**src/rtl/mux4_rr_arbiter_pkg.sv**
```systemverilog
// Shared types, select encodings and round-robin pick helper for the 4:1 arbiter.
// Latency: none (types and pure functions only).
// Backpressure: not applicable.
package mux4_arb_pkg;

  typedef enum logic {
    IDLE  = 1'b0,
    GRANT = 1'b1
  } state_t;

  localparam logic [1:0] SEL_IN1 = 2'b00;
  localparam logic [1:0] SEL_IN2 = 2'b01;
  localparam logic [1:0] SEL_IN3 = 2'b10;
  localparam logic [1:0] SEL_IN4 = 2'b11;

  // Scan req starting at ptr, wrapping 3->0; returns {found, idx}.
  function automatic logic [2:0] rr_pick(input logic [3:0] req, input logic [1:0] ptr);
    logic       found;
    logic [1:0] idx;
    logic [1:0] cand;
    found = 1'b0;
    idx   = ptr;
    for (int i = 0; i < 4; i++) begin
      cand = ptr + 2'(i);
      if (!found && req[cand]) begin
        found = 1'b1;
        idx   = cand;
      end
    end
    return {found, idx};
  endfunction

endpackage

```
**src/rtl/mux4_rr_arbiter_if.sv**
```systemverilog
// Requester/consumer bundle for the 4:1 round-robin arbiter.
// Latency: none (wiring only).
// Backpressure: out_ready from the consumer stalls the granted lane.
interface mux4_rr_arbiter_if #(
  parameter int DATA_W = 1
) ();
  logic [3:0]        req;
  logic [DATA_W-1:0] in1;
  logic [DATA_W-1:0] in2;
  logic [DATA_W-1:0] in3;
  logic [DATA_W-1:0] in4;
  logic [3:0]        gnt;
  logic [1:0]        sel;
  logic [DATA_W-1:0] out;
  logic              out_valid;
  logic              out_ready;

  // Requester sources plus downstream consumer side.
  modport master (
    output req, in1, in2, in3, in4, out_ready,
    input  gnt, sel, out, out_valid
  );

  // Arbiter side.
  modport slave (
    input  req, in1, in2, in3, in4, out_ready,
    output gnt, sel, out, out_valid
  );
endinterface

```
**src/rtl/mux4_rr_arbiter_sel.sv**
```systemverilog
// Parameterized 4:1 data mux steered by the registered select.
// Latency: combinational.
// Backpressure: none; follows sel directly.
module mux4_sel
  import mux4_arb_pkg::*;
#(
  parameter int DATA_W = 1
) (
  input  logic [1:0]        sel,
  input  logic [DATA_W-1:0] in1,
  input  logic [DATA_W-1:0] in2,
  input  logic [DATA_W-1:0] in3,
  input  logic [DATA_W-1:0] in4,
  output logic [DATA_W-1:0] out
);

  // Route the selected lane to out; in1 is the reset/default lane.
  always_comb begin
    out = in1;
    case (sel)
      SEL_IN1: out = in1;
      SEL_IN2: out = in2;
      SEL_IN3: out = in3;
      SEL_IN4: out = in4;
      default: out = in1;
    endcase
  end

endmodule

```
**src/rtl/mux4_rr_arbiter.sv**
```systemverilog
// Round-robin arbiter streaming one of four requester lanes to a valid/ready output.
// Latency: grant registered 1 cycle after req sampled; data path combinational from sel.
// Backpressure: out_ready=0 holds sel, gnt and beat count; release on dropped req still occurs.
module mux4_rr_arbiter
  import mux4_arb_pkg::*;
#(
  parameter int DATA_W    = 1,
  parameter int MAX_BURST = 4
) (
  input logic             clk,
  input logic             rst_n,
  mux4_rr_arbiter_if.slave bus
);

  localparam int                CNT_W     = $clog2(MAX_BURST) + 1;
  localparam logic [CNT_W-1:0]  LAST_BEAT = CNT_W'(MAX_BURST - 1);

  state_t           state, state_n;
  logic [1:0]       sel_r, sel_n;
  logic [3:0]       gnt_r, gnt_n;
  logic [1:0]       ptr, ptr_n;
  logic [CNT_W-1:0] beat_cnt, beat_cnt_n;

  logic             req_sel;
  logic             xfer;
  logic             rel;
  logic [1:0]       pick_ptr;
  logic [2:0]       pick;

  assign req_sel       = bus.req[sel_r];
  assign bus.out_valid = (state == GRANT) && req_sel;
  assign xfer          = bus.out_valid && bus.out_ready;
  // Release on the final beat of a burst, or as soon as the owner withdraws.
  assign rel           = (state == GRANT) && (!req_sel || (xfer && (beat_cnt == LAST_BEAT)));
  // Re-arbitration on release scans from the rotated pointer in the same edge.
  assign pick_ptr      = rel ? (sel_r + 2'd1) : ptr;
  assign pick          = rr_pick(bus.req, pick_ptr);

  assign bus.sel = sel_r;
  assign bus.gnt = gnt_r;

  mux4_sel #(
    .DATA_W(DATA_W)
  ) u_sel (
    .sel(sel_r),
    .in1(bus.in1),
    .in2(bus.in2),
    .in3(bus.in3),
    .in4(bus.in4),
    .out(bus.out)
  );

  // State, select/grant, rotation pointer and beat counter registers.
  always_ff @(posedge clk or negedge rst_n) begin
    if (!rst_n) begin
      state    <= IDLE;
      sel_r    <= SEL_IN1;
      gnt_r    <= 4'b0000;
      ptr      <= 2'd0;
      beat_cnt <= '0;
    end else begin
      state    <= state_n;
      sel_r    <= sel_n;
      gnt_r    <= gnt_n;
      ptr      <= ptr_n;
      beat_cnt <= beat_cnt_n;
    end
  end

  // Next-state: grant on request from IDLE, count beats, rotate and re-pick on release.
  always_comb begin
    state_n    = state;
    sel_n      = sel_r;
    gnt_n      = gnt_r;
    ptr_n      = ptr;
    beat_cnt_n = beat_cnt;
    case (state)
      IDLE: begin
        gnt_n = 4'b0000;
        if (pick[2]) begin
          state_n    = GRANT;
          sel_n      = pick[1:0];
          gnt_n      = 4'b0001 << pick[1:0];
          beat_cnt_n = '0;
        end
      end
      GRANT: begin
        if (rel) begin
          ptr_n      = sel_r + 2'd1;
          beat_cnt_n = '0;
          if (pick[2]) begin
            sel_n = pick[1:0];
            gnt_n = 4'b0001 << pick[1:0];
          end else begin
            state_n = IDLE;
            gnt_n   = 4'b0000;
          end
        end else if (xfer) begin
          beat_cnt_n = beat_cnt + CNT_W'(1);
        end
      end
      default: begin
        state_n = IDLE;
        gnt_n   = 4'b0000;
      end
    endcase
  end

endmodule

```
**src/flat_wrapper.sv**
```systemverilog
// flat-port wrapper written by rule: the top's interface ports become plain ports
module mux4_rr_arbiter_flat import mux4_arb_pkg::*;
#(
  parameter int DATA_W    = 1,
  parameter int MAX_BURST = 4
)
  (clk, rst_n, bus_req, bus_in1, bus_in2, bus_in3, bus_in4, bus_out_ready, bus_gnt, bus_sel, bus_out, bus_out_valid);
  mux4_rr_arbiter_if #(.DATA_W(DATA_W)) bus_i ();
  input logic clk;
  input logic rst_n;
  input wire logic [$bits(bus_i.req)-1:0] bus_req;
  input wire logic [$bits(bus_i.in1)-1:0] bus_in1;
  input wire logic [$bits(bus_i.in2)-1:0] bus_in2;
  input wire logic [$bits(bus_i.in3)-1:0] bus_in3;
  input wire logic [$bits(bus_i.in4)-1:0] bus_in4;
  input wire logic [$bits(bus_i.out_ready)-1:0] bus_out_ready;
  output wire logic [$bits(bus_i.gnt)-1:0] bus_gnt;
  output wire logic [$bits(bus_i.sel)-1:0] bus_sel;
  output wire logic [$bits(bus_i.out)-1:0] bus_out;
  output wire logic [$bits(bus_i.out_valid)-1:0] bus_out_valid;
  assign bus_i.req = bus_req;
  assign bus_i.in1 = bus_in1;
  assign bus_i.in2 = bus_in2;
  assign bus_i.in3 = bus_in3;
  assign bus_i.in4 = bus_in4;
  assign bus_i.out_ready = bus_out_ready;
  assign bus_gnt = bus_i.gnt;
  assign bus_sel = bus_i.sel;
  assign bus_out = bus_i.out;
  assign bus_out_valid = bus_i.out_valid;
  mux4_rr_arbiter #(.DATA_W(DATA_W), .MAX_BURST(MAX_BURST)) u_core (.clk(clk), .rst_n(rst_n), .bus(bus_i));
endmodule
```
**config.mk**
```make
export PLATFORM = sky130hd
export DESIGN_NAME = mux4_rr_arbiter_flat
export DESIGN_NICKNAME = d
export VERILOG_FILES = /design/src/rtl/mux4_rr_arbiter_pkg.sv /design/src/rtl/mux4_rr_arbiter_if.sv /design/src/rtl/mux4_rr_arbiter_sel.sv /design/src/rtl/mux4_rr_arbiter.sv /design/src/flat_wrapper.sv
export SDC_FILE = /design/constraint.sdc
export NUM_CORES = 1
export LEC_CHECK = 0
export BUFFER_PORTS_ARGS = -buffer_cell sky130_fd_sc_hd__buf_2
export CAP_MARGIN = 5
export CORE_MARGIN = 2
export CORE_UTILIZATION = 40
export CTS_BUF_LIST = sky130_fd_sc_hd__clkbuf_4
export CTS_CLUSTER_DIAMETER = 60
export DETAILED_ROUTE_END_ITERATION = 10
export HOLD_SLACK_MARGIN = 0.08
export PLACE_DENSITY = 0.68
export RECOVER_POWER = 100
export SLEW_MARGIN = 20
export SYNTH_ARGS = -nofsm -noshare
export SYNTH_HDL_FRONTEND = slang
export SYNTH_SLANG_ARGS = --single-unit
```
**constraint.sdc**
```tcl
create_clock -name clk -period 2.83 [get_ports clk]
set_clock_uncertainty 0.2 [all_clocks]
set_input_delay 0.4245 -clock clk [delete_from_list [all_inputs] [get_ports clk]]
set_output_delay 0.4245 -clock clk [all_outputs]
set_load 0.05 [all_outputs]
```
* After elaboration in Yosys (flattened, before gate mapping)
Index checks and enable logic that the tools add are counted.
** Word-level totals
- Bits in registers :: 12
- Output and inout port bits :: 8
** Operators by class
- Shift-type cells :: 1
- Eq/ne operators :: 7
- Order comparisons :: 5
- Mux-type cells :: 32
- Bitwise operators :: 1
- Add/subtract/negate cells :: 5
- Reductions and logical operators :: 14
** Operator list (number)
- less-than comparator 2 x 3 -> 1 bit, second input constant :: 5
- two-way mux 2 bit :: 6
- two-way mux 1 bit :: 11
- binary-select mux 1 bit (select 2 bit) :: 5
- two-way mux 3 bit :: 3
- two-way mux 4 bit :: 2
- case mux 4 bit (2 select lines) :: 1
- logical AND 1 bit :: 7
- case mux 3 bit (2 select lines) :: 1
- adder 2 x 1 -> 2 bit, second input constant :: 2
- adder 2 bit, second input constant :: 2
- == test 2 bit, second input constant :: 2
- zero test 1 bit :: 4
- case mux 1 bit (4 select lines) :: 1
- case mux 2 bit (2 select lines) :: 1
- left shift 1 x 2 -> 4 bit, first input constant :: 1
- adder 3 x 1 -> 3 bit, second input constant :: 1
- == test 3 x 2 -> 1 bit, second input constant :: 1
- inequality test 3 bit, second input constant :: 1
- == test 2 x 1 -> 1 bit, second input constant :: 1
- zero test 2 bit :: 1
- inequality test 2 x 1 -> 1 bit, second input constant :: 1
- inequality test 2 bit, second input constant :: 1
- case mux 1 bit (2 select lines) :: 1
- other kinds (3) :: 3

* Logic depth before layout (Yosys ltp)
Gate-level depths: netlist of the first run.
- Depth in word-level cells :: 24
- Gate-level depth with buffers :: 9
- Depth with buffers taken out :: 9

* Modules after synthesis
A second synthesis of the first run with hierarchy kept.
** Second synthesis, totals
- Cell total of the unflattened synthesis :: 94
- Area, all modules :: 917.1 µm²
** Modules (own cells, without submodules)
- mux4_rr_arbiter :: cells an instance 93, instances 1, area each 894.6 µm², sequential area each 300.3 µm²
- mux4_sel :: cells an instance 1, instances 1, area each 22.5 µm², sequential area each 0.0 µm²

* Worst setup path before layout of the first run
OpenSTA, ideal clock, no wires.
- Path type :: reg-to-reg
- From :: reg u_core.sel_r[0] (netlist: u_core.bus.sel[0])
- To :: reg u_core.gnt_r[0] (netlist: u_core.bus.gnt[0])
- Stages on the path, launching flop included :: 9
- Path buffers :: 1
- Library setup time :: 136 ps
- Setup slack :: 54 ps
- Arrival time :: 2440 ps
- Cells stage by stage :: dfrtp_1 buf_4 mux2i_1 o221a_4 mux2i_2 inv_2 mux2_4 a2111oi_4 o31ai_1
** On the way
- Cells in the longest elaborated chain, start to end :: 24
** Ends and longest elaborated chain
- from (decl) :: RTL line mux4_rr_arbiter.sv:19 : logic [1:0] sel_r, sel_n;
- from (signal assigned) :: RTL line mux4_rr_arbiter.sv:63 : sel_r <= sel_n;
- branches (longest 24 deep; another with adder 2 x 1 -> 2 bit)
- to (signal assigned) :: RTL line mux4_rr_arbiter.sv:64 : gnt_r <= gnt_n;
- to (decl) :: RTL line mux4_rr_arbiter.sv:20 : logic [3:0] gnt_r, gnt_n;
Parallel ways; which one is timed is not known. The select of a mux whose other input is x is not followed.
A chain may end at the register's enable or synchronous reset.

* Final worst setup path of the first run
- From :: reg u_core.beat_cnt[0]
- To :: reg u_core.gnt_r[0] (netlist: u_core.bus.gnt[0])
** On the way
- Cells in the longest elaborated chain, start to end :: 21
** Ends and longest elaborated chain
- from (decl) :: RTL line mux4_rr_arbiter.sv:22 : logic [CNT_W-1:0] beat_cnt, beat_cnt_n;
- from (signal assigned) :: RTL line mux4_rr_arbiter.sv:66 : beat_cnt <= beat_cnt_n;
- == test 3 x 2 -> 1 bit (*) :: RTL line mux4_rr_arbiter.sv:34 : assign rel = (state == GRANT) && (!req_sel || (xfer && (beat_cnt == LAST_BEAT)));
- logical AND 1 bit (*) :: RTL line mux4_rr_arbiter.sv:34
- logical OR 1 bit (*) :: RTL line mux4_rr_arbiter.sv:34
- logical AND 1 bit (*) :: RTL line mux4_rr_arbiter.sv:34
- branches (longest 17 deep; another with adder 2 x 1 -> 2 bit)
Every way passes the cells marked *. The select of a mux whose other input is x is not followed.

==> key figures, run 1 <==
Drt
  – Detailed Route WL: 1780 µm
  – Post-route ant nets: 0
  – Residual DRC: 0
  – Vias: 715
  – WL/cell: 13.2 µm
  – TritonRoute pass-1 iters: 4
  – Via density: 5.30
  – 1st-iter DRT viols: 22

Run status
  – Status: complete, no violations

Logic synthesis
  – Post-Syn Nets: 102
  – Most used DFF post-synth: dfrtp_1
  – Synthesized area: 842 µm²
  – Post-synthesis mux area share: 0.113
  – Synth Instances: 85
  – Adder-cell share of the synthesized area: 0.0892
  – Seq/Total Area, Yosys: 0.357
  – Synth Area in Simple Gates: 0.117
  – Synth Area in Compound Gates: 0.253
  – Synthesis-stage register bit count: 12
  – Main combinational cell family by area after synthesis: compound AO/OA/AOI/OAI gates
  – Ys Warns: 0
  – Post-synthesis xor/xnor area fraction: 0
  – Number of enable flip-flop cells after synthesis: 0
  – Asr flop ratio synth: 1.00
  – Synth Area per Inst: 9.91 µm²
  – Synth cell types: 33

Timing
  – Min Hold Slack: 0.290 ns
  – Rel. slew slack: 0.563
  – Max Transition Viols Final: 0
  – Final Hold Vio Count: 0
  – Final setup fails: 0
  – RSZ-0062 raised after global routing: false
  – Period minus WS final: 2.71 ns
  – Final period util: 0.956
  – Max Fclk: 0.370 GHz
  – Setup TNS Final: 0 ns
  – Worst slew pin tran: 0.655 ns

Power and ir drop
  – Comb power frac: 0.662
  – Leakage: 0.471 nW
  – Int Pwr: 0.583 mW
  – PwrDens: 1220 mW/mm²
  – P_sw: 0.646 mW
  – Clock power frac: 0.090
  – Switching part of the total: 0.526
  – Share of total power in sequential cells: 0.248
  – Maximum vdd drop: 0.577 mV

Layout
  – N_diodes: 0
  – Fillers: 195
  – Final #Nets: 126
  – Layout cells sized above 1: 0.222
  – Multi-input logic area: 503 µm²
  – Area delta synth->final: 19.6%
  – Final core occ: 0.508
  – Leading cell types in the layout, fill and taps excluded: 12 x nand2_1, 12 x dfrtp_1, 10 x inv_1, 10 x clkbuf_1, 9 x o21ai_0
  – Register area: 300 µm²

Die
  – Core ar.: 0.00198 mm²
  – DIE HEIGHT: 49.9 µm
  – Initial core utilization: 0.425
  – FP Rows: 16
  – Chip Width: 49.9 µm
  – DIE AREA: 0.00249 mm²
  – I/O Pins: 19

GRT
  – Pin count of the biggest net entering global routing: 13
  – Initial antenna violation count: 0
  – GR Overflow Total: 0
  – Vias in the first global route: 657
  – GR Util All Layers: 0.155
  – Global-route wire length before repair: 2940 µm

CTS
  – Clk sink count: 12
  – Clock root cell: clkbuf_4
  – Clk Latency, worst-skew pair: 0.27 ns
  – TritonCTS Buffers: 3
  – Clock buffer depth: 2
  – CTS clk-pin slew, worst paths: 0.08 ns
  – CTS tree: done
  – H-tree depth: 1

Setup path
  – Critical path type: register to register
  – Critical-path cell list: ha_1, ha_1, a21bo_1, o221a_4, mux2i_4, inv_4, mux2_4, a2111oi_4, o31ai_1
  – Critical path startpoint category: register
  – CP max FO: 8
  – Most Frequent Cell on Critical Path: ha_1
  – Reg2Reg Setup Slack: 0.12 ns
  – CP peak stage delay: 0.40 ns
  – Critical path origin: u_core.beat_cnt[0]$_DFFE_PN0P_
  – CP max stage cell: dfrtp_1
  – Reg2Reg Depth: 9
  – CP Capture Type: register
  – R2R Path Start: u_core.beat_cnt[0]$_DFFE_PN0P_
  – Crit path to: u_core.bus.gnt[0]$_DFFE_PN0N_
  – R2R Path End: u_core.bus.gnt[0]$_DFFE_PN0N_
  – Worst EP arrival: 2.65 ns
  – Worst Path Required: 2.77 ns

Placed design
  – Port bufs: 18
  – RePlAce Congestion: 0.829
  – Hpwl dp: 1420 µm

Hold path
  – Worst hold-check path type: register to register

Job
  – Max-Cap Viols: 0
==> kinds of logic (layout without fill, tap and decap cells) <==
group,count (synthesis),in the layout
and+or+nand+nor,21,21
DFF,12,12
buffers and inverters,13,36
AOI/OAI and AO/OA,26,26
adders and majority gates,6,6
muxes,7,7
==> metal layers <==
metal  share of wire  wire, µm  up-vias  GRT usage
li1                -         -      356          -
met1            0.47       840      341      0.193
met2            0.48       855       16      0.271
met3           0.044        79        2     0.0212
met4          0.0045         8        0     0.0556
met5               0         0        -          0
==> registers in the layout (all words and copies together), names as in the netlist <==
signal           count
u_core.bus.sel       2
u_core.state         1
u_core.beat_cnt      3
u_core.ptr           2
u_core.bus.gnt       4
==> cell type report <==
type / count / share of cell area
Clock buffer: 3 / 0.0224
Clock inverter: 1 / 0.00373
Inverter: 11 / 0.0435
Multi-Input combinational cell: 60 / 0.499
Sequential cell: 12 / 0.298
Tap cell: 27 / 0.0335
Timing Repair Buffer: 21 / 0.0994
==> stage by stage <==
stage,area (µm²),setup slack [ns],power (mW),std cells
floorplan,842,0.0543,0.920,85
global placement,962,0.133,1.08,130
detailed placement,962,0.0789,1.09,130
CTS,998,0.0701,1.20,135
global route,1010,0.00478,1.33,135
finish,1010,0.125,1.23,135
==> critical path, delay by kind of cell, from the launching register on <==
kind / cells / cell delay [ns]
buffers and inverters: 1 / 0.11
adders and majority gates: 2 / 0.40
muxes: 2 / 0.52
AOI/OAI and AO/OA: 4 / 0.95
DFF: 1 / 0.40
==> how the worst min path moves through the flow <==
stage / from / slack (ns) / end / depth (start not counted)
floorplan: rst_n / -0.07 / u_core.beat_cnt[0]$_DFFE_PN0P_ / 0
global placement: rst_n / 0.12 / u_core.state$_DFF_PN0_ / 1
detailed placement: rst_n / 0.12 / u_core.beat_cnt[2]$_DFFE_PN0P_ / 1
CTS: u_core.bus.gnt[0]$_DFFE_PN0N_ / 0.29 / u_core.bus.gnt[0]$_DFFE_PN0N_ / 2
global route: u_core.bus.gnt[0]$_DFFE_PN0N_ / 0.32 / u_core.bus.gnt[0]$_DFFE_PN0N_ / 2
finish: u_core.bus.gnt[0]$_DFFE_PN0N_ / 0.29 / u_core.bus.gnt[0]$_DFFE_PN0N_ / 2
==> cell usage after synthesis, types with 2 or more instances <==
cell       n  share of area
dfrtp_1   12           0.36
ha_1       6          0.089
inv_1     10          0.045
mux2i_1    4          0.048
nand2_1   12          0.053
nor2_1     2         0.0089
nor3_1     2          0.012
o21ai_0    9          0.053
o221ai_1   2          0.021
o22ai_1    2          0.015
o31ai_1    2          0.018
==> power groups by stage <==
stage | combinational, mW | sequential (mW) | clock (mW)
2_1_floorplan | 0.518 | 0.402 | 0
3_3_place_gp | 0.772 | 0.304 | 0
3_5_place_dp | 0.786 | 0.305 | 0
4_1_cts | 0.788 | 0.303 | 0.114
5_1_grt | 0.890 | 0.316 | 0.126
6_report | 0.813 | 0.305 | 0.111
==> timing repair <==
item | CTS | global route
hold endpoints to repair | 12 | 0
gates resized for setup | 0 | 4
hold buffers | 1 | 0
buffers inserted | 0 | 0
setup endpoints to repair | 0 | 4
No activity file was read; power rests on OpenSTA's default activity.
==> inputs of run 2 (changes only) <==
--- a/config.mk
+++ b/config.mk
@@ -5,6 +5,7 @@
 export SDC_FILE = /design/constraint.sdc
 export NUM_CORES = 1
 export LEC_CHECK = 0
+export ABC_AREA = 1
 export BUFFER_PORTS_ARGS = -buffer_cell sky130_fd_sc_hd__buf_2
 export CAP_MARGIN = 5
 export CORE_MARGIN = 2
@@ -13,7 +14,7 @@
 export CTS_CLUSTER_DIAMETER = 60
 export DETAILED_ROUTE_END_ITERATION = 10
 export HOLD_SLACK_MARGIN = 0.08
-export PLACE_DENSITY = 0.68
+export PLACE_DENSITY = 0.66
 export RECOVER_POWER = 100
 export SLEW_MARGIN = 20
 export SYNTH_ARGS = -nofsm -noshare
==> run 2 against run 1 <==
  * Synthesized area rose by 29%
  * Non-clock buffer count shrank 1
  * Sequential share of layout area down 5.6 points
  * Clock-buffer cell count is the same
  * Design area rose by 23%
  * Wire length grew 22%
  * Final cell count up 56%
  * Critical path depth increased by 8
  * Worst setup slack improved by 0.14 ns
  * Critical endpoint unchanged
==> key figures, run 2 <==
Logic synthesis
  – Top cells by count, synth: 70 x nand2_1, 16 x nand2_2, 13 x inv_1, 12 x dfrtp_1, 11 x nand3_1 (was 12 x dfrtp_1, 12 x nand2_1, 10 x inv_1, 9 x o21ai_0, 6 x ha_1)
  – Synth cell types: 23 (was 33)
  – Ys Warns: 0 (unchanged)
  – Top cell type's share of synthesized area: 0.277 (was 0.357)
  – Number of enable flip-flop cells after synthesis: 0 (unchanged)
  – Yosys top cell by area: dfrtp_1 (unchanged)
  – Synth Area per Inst: 6.87 µm² (was 9.91 µm²)
  – Adder-cell share of the synthesized area: 0.0692 (was 0.0892)
  – Most used DFF post-synth: dfrtp_1 (unchanged)
  – Synth Instances: 158 (was 85)
  – Synth Area in Simple Gates: 0.542 (was 0.117)
  – Most common cell in the netlist: nand2_1
  – Synthesis-stage register bit count: 12 (unchanged)
  – Area contributors post-synth: dfrtp_1 28%, nand2_1 24%, nand2_2 9.2% (was dfrtp_1 36%, ha_1 8.9%, o21ai_0 5.3%)
  – Seq/Total Area, Yosys: 0.277 (was 0.357)
  – Main combinational cell family by area after synthesis: simple AND/OR/NAND/NOR gates (was compound AO/OA/AOI/OAI gates)
  – Synthesized area: 0.00108 mm² (was 842 µm²)
  – Post-synthesis xor/xnor area fraction: 0 (unchanged)
  – Post-Syn Nets: 175 (was 102)
  – Asr flop ratio synth: 1.00 (unchanged)
  – Post-synthesis mux area share: 0 (was 0.113)
  – Synth Area in Compound Gates: 0.0496 (was 0.253)

Drt
  – TritonRoute pass-1 iters: 4 (unchanged)
  – 1st-iter DRT viols: 32 (was 22)
  – WL/cell: 10.3 µm (was 13.2 µm)
  – Residual DRC: 0 (unchanged)
  – Via density: 4.86 (was 5.30)
  – Post-route ant nets: 0 (unchanged)
  – Detailed Route WL: 2180 µm (was 1780 µm)
  – Vias: 1026 (was 715)

Setup path
  – CP Capture Type: register (unchanged)
  – Critical path type: register to register (unchanged)
  – Critical path startpoint category: register (unchanged)
  – CP max FO: 8 (unchanged)
  – Worst EP arrival: 2.58 ns (was 2.65 ns)
  – Worst Path Required: 2.85 ns (was 2.77 ns)

Die
  – FP Rows: 18 (was 16)
  – DIE AREA: 0.00314 mm² (was 0.00249 mm²)
  – Initial core utilization: 0.430 (was 0.425)
  – I/O Pins: 19 (unchanged)
  – DIE HEIGHT: 56.1 µm (was 49.9 µm)
  – Core ar.: 0.00252 mm² (was 0.00198 mm²)
  – Chip Width: 56.1 µm (was 49.9 µm)

Layout
  – Max reg flops: 4 (unchanged)
  – Final #Nets: 199 (was 126)
  – Leading cell types in the layout, fill and taps excluded: 67 x nand2_1, 17 x nand2_2, 13 x inv_1 (was 12 x nand2_1, 12 x dfrtp_1, 10 x inv_1, 10 x clkbuf_1, 9 x o21ai_0)
  – Multi-input logic area: 724 µm² (was 503 µm²)
  – N_diodes: 0 (unchanged)
  – Register area: 300 µm² (unchanged)
  – Fillers: 281 (was 195)
  – Commonest non-fill, non-tap cell in the layout: nand2_1
  – Area delta synth->final: 14.4% (was 19.6%)
  – Layout cells sized above 1: 0.238 (was 0.222)

Hold path
  – Worst hold-check path type: register to register (unchanged)

GRT
  – Pin count of the biggest net entering global routing: 13 (unchanged)
  – GR Util All Layers: 0.151 (was 0.155)
  – Vias in the first global route: 1013 (was 657)
  – Global-route wire length before repair: 4000 µm (was 2940 µm)
  – GR Overflow Total: 0 (unchanged)
  – Initial antenna violation count: 0 (unchanged)

Placed design
  – RePlAce Congestion: 0.854 (was 0.829)
  – Port bufs: 18 (unchanged)
  – Hpwl dp: 1780 µm (was 1420 µm)

Timing
  – Worst slew pin tran: 0.604 ns (was 0.655 ns)
  – Setup TNS Final: 0 ns (unchanged)
  – Period minus WS final: 2.57 ns (was 2.71 ns)
  – Final setup fails: 0 (unchanged)
  – Rel. slew slack: 0.597 (was 0.563)
  – Max Fclk: 0.390 GHz (was 0.370 GHz)
  – RSZ-0062 raised after global routing: false (unchanged)
  – Final Hold Vio Count: 0 (unchanged)
  – Max Transition Viols Final: 0 (unchanged)
  – Final period util: 0.907 (was 0.956)

CTS
  – TritonCTS Buffers: 3 (unchanged)
  – Clock buffer depth: 2 (unchanged)
  – Clk Latency, worst-skew pair: 0.27 ns (about the same)
  – CTS tree: done (unchanged)
  – Clock root cell: clkbuf_4 (unchanged)
  – CTS clk-pin slew, worst paths: 0.07 ns (was 0.08 ns)
  – H-tree depth: 1 (unchanged)
  – Clk sink count: 12 (unchanged)

Run status
  – Status: complete, no violations (unchanged)

Job
  – Max-Cap Viols: 0 (unchanged)
## run 2: cell count changes after synthesis, moves of 3 or more
cell,delta
o21ai_0,-8
nand4_1,+6
nand3_1,+10
inv_1,+3
nor2_1,+3
nand2_2,+16
nand2_1,+58
mux2i_1,-4
## run 2: worst max-delay path: stages, from the launching register on
cell and delay (ns):
dfrtp_1 0.40, ha_1 0.20, ha_1 0.19, nand2_2 0.08
nand3_4 0.11, nand2_4 0.09, nand2_1 0.10, nand2_4 0.12
nand2_1 0.08, nand2_2 0.08, nand2_1 0.08, nand2_2 0.13
nand4_1 0.16, nand2_1 0.10, nand2_1 0.05, nor2_1 0.17
nand3_1 0.10, nand2_1 0.07
## run 2: layout make-up
class,count,area share
Inverter,15,0.0454
Tap cell,30,0.0302
Sequential cell,12,0.242
Multi-Input combinational cell,130,0.584
Clock buffer,3,0.0181
Timing Repair Buffer,20,0.0776
Clock inverter,1,0.00302
## run 2: metrics by stage
stage	instance area, µm²	hold slack, ns	utilization	worst slack, ns	std cells
5_1_grt	1240	0.302	0.492	0.0146	211
6_report	1240	0.281	0.492	0.265	211
3_3_place_gp	1200	0.110	0.476	0.253	205
3_5_place_dp	1200	0.110	0.476	0.184	205
2_1_floorplan	1080	-0.0711	-	0.0223	158
4_1_cts	1240	0.288	0.491	0.161	210
## run 2: layer usage
metal,vias to the layer above,part of all wire,global-route usage
li1,546,-,-
met1,456,0.49,0.196
met2,21,0.46,0.267
met3,3,0.038,0.0209
met4,0,0.011,0.0306
met5,-,0,0
## run 2: cells by family after synthesis
logic type | Yosys count
adders and majority gates | 6
buffers and inverters | 16
and+or+nand+nor | 117
DFF | 12
AOI/OAI and AO/OA | 7
## run 2: worst paths after layout
check                                          startpoint                              to  slack [ns]  cells after the start
hold reg to reg             u_core.bus.gnt[3]$_DFFE_PN0N_   u_core.bus.gnt[3]$_DFFE_PN0N_        0.28                      2
setup reg to reg           u_core.beat_cnt[0]$_DFFE_PN0P_   u_core.bus.gnt[0]$_DFFE_PN0N_        0.26                     17
max in group asynchronous                           rst_n  u_core.beat_cnt[2]$_DFFE_PN0P_        1.57                      2
setup / recovery           u_core.beat_cnt[0]$_DFFE_PN0P_   u_core.bus.gnt[0]$_DFFE_PN0N_        0.26                     17
hold / removal              u_core.bus.gnt[3]$_DFFE_PN0N_   u_core.bus.gnt[3]$_DFFE_PN0N_        0.28                      2
min in group asynchronous                           rst_n   u_core.bus.gnt[3]$_DFFE_PN0N_        0.46                      2
## run 2: timing repair
| item | CTS | global route |
|---|---|---|
| endpoints found under the hold margin | 12 | 0 |
| buffers inserted | 0 | 1 |
| setup endpoints to repair | 0 | 5 |
| hold buffers | 1 | 0 |
| resized for setup | 0 | 5 |
Power of run 2 is not shown: default switching activity piles up to over one toggle a cycle in this logic, so the estimate is an artifact.
